`config.mk`:
```
export PLATFORM = sky130hd
export DESIGN_NAME = memory_game_ctrl
export DESIGN_NICKNAME = d
export VERILOG_FILES = /design/src/rtl/memory_game_ctrl.sv
export SDC_FILE = /design/constraint.sdc
export NUM_CORES = 1
export LEC_CHECK = 0
export ABC_AREA = 1
export ABC_CLOCK_PERIOD_IN_PS = 3030
export CORE_AREA = 5 5 94 96
export CTS_BUF_LIST = sky130_fd_sc_hd__clkbuf_4
export DETAILED_ROUTE_END_ITERATION = 8
export DIE_AREA = 0 0 99 101
export GPL_ROUTABILITY_DRIVEN = 0
export PLACE_DENSITY = 0.73
export SETUP_SLACK_MARGIN = 0.5
export SYNTH_ARGS = -nofsm -noshare
export SYNTH_HDL_FRONTEND = slang
export SYNTH_SLANG_ARGS = --single-unit
```
`constraint.sdc`:
```
create_clock -name clk -period 3.03 [get_ports clk]
set_input_delay 0.606 -clock clk [delete_from_list [all_inputs] [get_ports clk]]
set_output_delay 0.606 -clock clk [all_outputs]
set_load 0.005 [all_outputs]
```
`src/rtl/memory_game_ctrl.sv`:
```
// Concentration-style memory game controller for a 4x4 card grid.
// Tracks cursor, face-up/matched cards, pair and attempt counts; all outputs registered.
module memory_game_ctrl #(
    parameter int unsigned SHOW_TICKS = 60,
    parameter logic [63:0] LAYOUT     = 64'h7654_3210_0123_4567
) (
    input  logic        clk,
    input  logic        reset,
    input  logic        tick,
    input  logic        btn_left,
    input  logic        btn_right,
    input  logic        btn_up,
    input  logic        btn_down,
    input  logic        btn_sel,
    output logic [3:0]  cursor,
    output logic [15:0] face_up,
    output logic [15:0] matched,
    output logic [3:0]  pairs_found,
    output logic [7:0]  attempts,
    output logic        game_done,
    output logic        busy
);

    localparam int unsigned EFF_TICKS = (SHOW_TICKS == 0) ? 1 : SHOW_TICKS;
    localparam int unsigned CNT_W     = ($clog2(SHOW_TICKS + 1) < 1) ? 1 : $clog2(SHOW_TICKS + 1);
    localparam logic [CNT_W-1:0] CNT_LAST = CNT_W'(EFF_TICKS - 1);

    typedef enum logic [2:0] {PICK1, PICK2, CHECK, SHOW, DONE} state_t;

    state_t           state_q, state_d;
    logic [3:0]       first_q, first_d, second_q, second_d;
    logic [3:0]       cursor_d;
    logic [15:0]      face_up_d, matched_d;
    logic [3:0]       pairs_d;
    logic [7:0]       attempts_d;
    logic [CNT_W-1:0] cnt_q, cnt_d;
    logic             busy_d, done_d;
    logic [1:0]       row_d, col_d;
    logic [5:0]       first_base, second_base;
    logic             sel_valid, pair_equal, show_expire;

    assign first_base  = {first_q, 2'b00};
    assign second_base = {second_q, 2'b00};
    assign pair_equal  = (LAYOUT[first_base +: 4] == LAYOUT[second_base +: 4]);
    assign sel_valid   = btn_sel && !face_up[cursor] && (state_q == PICK1 || state_q == PICK2);
    assign show_expire = tick && (cnt_q == CNT_LAST);

    always_ff @(posedge clk) begin
        if (reset) begin
            state_q     <= PICK1;
            cursor      <= '0;
            face_up     <= '0;
            matched     <= '0;
            pairs_found <= '0;
            attempts    <= '0;
            game_done   <= 1'b0;
            busy        <= 1'b0;
            cnt_q       <= '0;
            first_q     <= '0;
            second_q    <= '0;
        end else begin
            state_q     <= state_d;
            cursor      <= cursor_d;
            face_up     <= face_up_d;
            matched     <= matched_d;
            pairs_found <= pairs_d;
            attempts    <= attempts_d;
            game_done   <= done_d;
            busy        <= busy_d;
            cnt_q       <= cnt_d;
            first_q     <= first_d;
            second_q    <= second_d;
        end
    end

    always_comb begin
        state_d = state_q;
        case (state_q)
            PICK1:   if (sel_valid) state_d = PICK2;
            PICK2:   if (sel_valid) state_d = CHECK;
            CHECK: begin
                if (!pair_equal)             state_d = SHOW;
                else if (pairs_found == 4'd7) state_d = DONE;
                else                         state_d = PICK1;
            end
            SHOW:    if (show_expire) state_d = PICK1;
            DONE:    state_d = DONE;
            default: state_d = PICK1;
        endcase
    end

    always_comb begin
        face_up_d  = face_up;
        matched_d  = matched;
        pairs_d    = pairs_found;
        attempts_d = attempts;
        cnt_d      = cnt_q;
        first_d    = first_q;
        second_d   = second_q;

        // Single move per cycle, priority left > right > up > down; 2-bit wrap.
        row_d = cursor[3:2];
        col_d = cursor[1:0];
        if (btn_left)       col_d = col_d - 2'd1;
        else if (btn_right) col_d = col_d + 2'd1;
        else if (btn_up)    row_d = row_d - 2'd1;
        else if (btn_down)  row_d = row_d + 2'd1;
        cursor_d = (state_q == DONE) ? cursor : {row_d, col_d};

        case (state_q)
            PICK1: begin
                if (sel_valid) begin
                    face_up_d[cursor] = 1'b1;
                    first_d           = cursor;
                end
            end
            PICK2: begin
                if (sel_valid) begin
                    face_up_d[cursor] = 1'b1;
                    second_d          = cursor;
                    if (attempts != 8'hFF) attempts_d = attempts + 8'd1;
                end
            end
            CHECK: begin
                if (pair_equal) begin
                    matched_d[first_q]  = 1'b1;
                    matched_d[second_q] = 1'b1;
                    pairs_d             = pairs_found + 4'd1;
                end else begin
                    cnt_d = '0;
                end
            end
            SHOW: begin
                if (tick) cnt_d = cnt_q + 1'b1;
                if (show_expire) begin
                    face_up_d[first_q]  = 1'b0;
                    face_up_d[second_q] = 1'b0;
                end
            end
            default: ;
        endcase

        busy_d = (state_d == CHECK) || (state_d == SHOW);
        done_d = (state_d == DONE);
    end

endmodule

```
==> flow_summary.toml <==
[status]
status = "complete, no violations"

[critical_path]
cp_slowest_cell = "dfxtp_1"
cp_cell_sequence = "clkdlybuf4s50_1"
path_delay_family = "flip-flops"
slowest_delay_ns = 0.77
cp.required_ns = 2.42
crit_type = "register to output port"
arrival_ns = 1.82
end_kind = "output port"
cp_max_fo = 19
r2r_start = "cursor[0]"
worst-path-buf-inv = 1
critPathLaunch = "cursor[0]"
startpoint_type = "register"

[flow_run]
drv_cap = 0

[route]
drtIter0Drc = 310
viasPerCell = 5.49
wl_per_cell_um = 13.7
via_count = 3888
drcViolationCount = 0
drt-pass1-iter-count = 5
routed_wl_mm = 9.71
antenna_left = 0

[global_routing]
first_global_vias = 3452
overflow = 0
grt_util_all_layers_pct = 20.1
antenna_found_initial = 0
grt_pass1_wl_mm = 16.5
grt_start_max_net_pins = 35

[finish]
layout_commonest_cell = "nand2_1"
drive_above_1_share_pct = 5.80
layout_common_cells = "116 x nand2_1, 67 x dfxtp_1, 64 x a21oi_1"
finalNonFillerCells = 708
stdcell_area_um2 = 4530
area_growth_pct = 19.0
fin_nets = 617
num_antenna_cells = 0

[timing]
finalSetupViolations = 0
setup-tns-final_ns = 0
slew_headroom_pct = 53.7
fin_crit_sh_pct = 80.2
rsz0062_at_grt = "no"
finalMaxSlewViolations = 0
fmax_ghz = 0.412
worst_pin_slew_ns = 0.694
fin_skew_ns = 0.00907
fin_crit_ns = 2.43
finalHoldViolCount = 0
whs_ns = 0.458

[floorplanning]
start_util_pct = 47.7
core-area_um2 = 7970
die_height_um = 101
num_rows = 33
die_w_um = 99
die_area_um2 = 10000
pin_count = 58

[clocking]
cts_buffer_depth = 2
cts_root_buffer = "clkbuf_4"
clock_sinks = 67
cts_hold_buf = 0
insertion_delay_ns = 0.41
postCtsSetupBuffers = 0
cts_resized = 0
clk_pin_slew_worst_paths_ns = 0.11
tritoncts = "done"
numCtsBuffers = 9
h-tree-depth = 3

[pwr]
p_sw_share_pct = 38.9
clock_power_share_pct = 23.5
p_seq_share_pct = 40.6
p_leak_nw = 1.80
power.density_nw_per_um2 = 615
intPower_w = 0.00170
ir_drop_mv = 0.410
combPwrFrac_pct = 36.0
p_switching_w = 0.00108
total_power_w = 0.00278

[min_path]
hold_path.startpoint = "matched[7]"
hp-class = "register to register"

[logic_synthesis]
synth.cell_area_um2 = 3800
ys_seq_area_share_pct = 35.3
ys_ff_latch = 67
yosysWarningCount = 0
yosysUniqueCellTypes = 37
synth_nets = 575
synth_cells = 556
avgSynthCellArea_um2 = 6.84

[place]
port_buffers = 57
dp_cells = 692
dpl_cell_area_um2 = 4370
dp_hpwl_mm = 6.98
## path summary, 6_finish.rpt
check / endpoint / slack (ns) / cells past startpoint
setup / recovery: cursor[0] / 0.60 / 1
hold / removal: matched[7] / 0.46 / 2
setup reg to reg: face_up[11] / 0.81 / 14
hold reg to reg: matched[7] / 0.46 / 2
## Yosys cell counts, drive strengths merged
cell | count | area, µm²
and3 | 1 | 6.26
o21ai | 25 | 129
xnor2 | 7 | 61.3
clkbuf | 15 | 58.8
nor4 | 2 | 12.5
ha | 11 | 138
nand2 | 119 | 464
o311ai | 1 | 8.76
nand3b | 1 | 7.51
clkinv | 1 | 5.00
a22o | 2 | 17.5
a21oi | 64 | 320
buf | 17 | 129
and3b | 1 | 8.76
xor2 | 11 | 96.3
inv | 48 | 180
o22ai | 1 | 6.26
nand4 | 25 | 163
a31oi | 6 | 37.5
nor2 | 53 | 211
nand3 | 65 | 335
nor3 | 12 | 60.1
dfxtp | 67 | 1340
or2 | 1 | 6.26
## per-layer routing
metal | GRT usage (%) | share of wire (%)
met1 | 28.8 | 46
met2 | 29.6 | 43
met3 | 4.71 | 8.7
met4 | 6.83 | 1.8
met5 | 0 | 0
## worst register-to-register path: stages (launching register included)
cell,delay (ns)
dfxtp_1,0.77
inv_2,0.18
nand2_1,0.10
nand2_1,0.05
nand2_1,0.05
nand2_1,0.05
nand2_1,0.06
nand2_1,0.05
inv_1,0.14
nand3_2,0.12
nand2_4,0.26
nand2_1,0.12
nand2_1,0.07
nand2_1,0.05
nor2_1,0.10
## state kept, by name (all words and copies together), names as in the netlist, 3 cells and up
signal / cells
attempts: 8
cnt_q: 6
cursor: 4
face_up: 16
first_q: 4
matched: 16
pairs_found: 4
second_q: 4
state_q: 3
## through the flow
step | setup slack (ns) | utilization (%)
global route | 0.509 | 56.8
global placement | 0.914 | 54.9
CTS | 0.600 | 56.8
finish | 0.601 | 56.8
floorplan | 1.31 | -
detailed placement | 0.870 | 54.9
## cells by family after synthesis
| kind of cell | count (synthesis) | share of synthesized area, % |
|---|---|---|
| compound gates | 99 | 13.7 |
| simple gates | 280 | 33.5 |
| flops | 67 | 35.3 |
| fa+ha+maj | 11 | 3.62 |
| xor+xnor | 18 | 4.14 |
| buf+inv | 81 | 9.80 |
## area by class of cell
cell class | count | area (µm²)
Clock inverter | 6 | 80.1
Tap cell | 105 | 131
Fill cell | 745 | 3440
Timing Repair Buffer | 63 | 616
Clock buffer | 10 | 75.1
Sequential cell | 67 | 1340
Inverter | 49 | 185
Multi-Input combinational cell | 408 | 2100
## power groups by stage
stage | clock, W | sequential [W] | combinational (W)
finish | 0.000653 | 0.00113 | 0.00100
global route | 0.000731 | 0.00115 | 0.00114
CTS | 0.000674 | 0.00112 | 0.000993
detailed placement | 0 | 0.00114 | 0.000983
global placement | 0 | 0.00114 | 0.000969
floorplan | 0 | 0.00109 | 0.000782
Note: power is estimated with default switching activity, not from simulation.
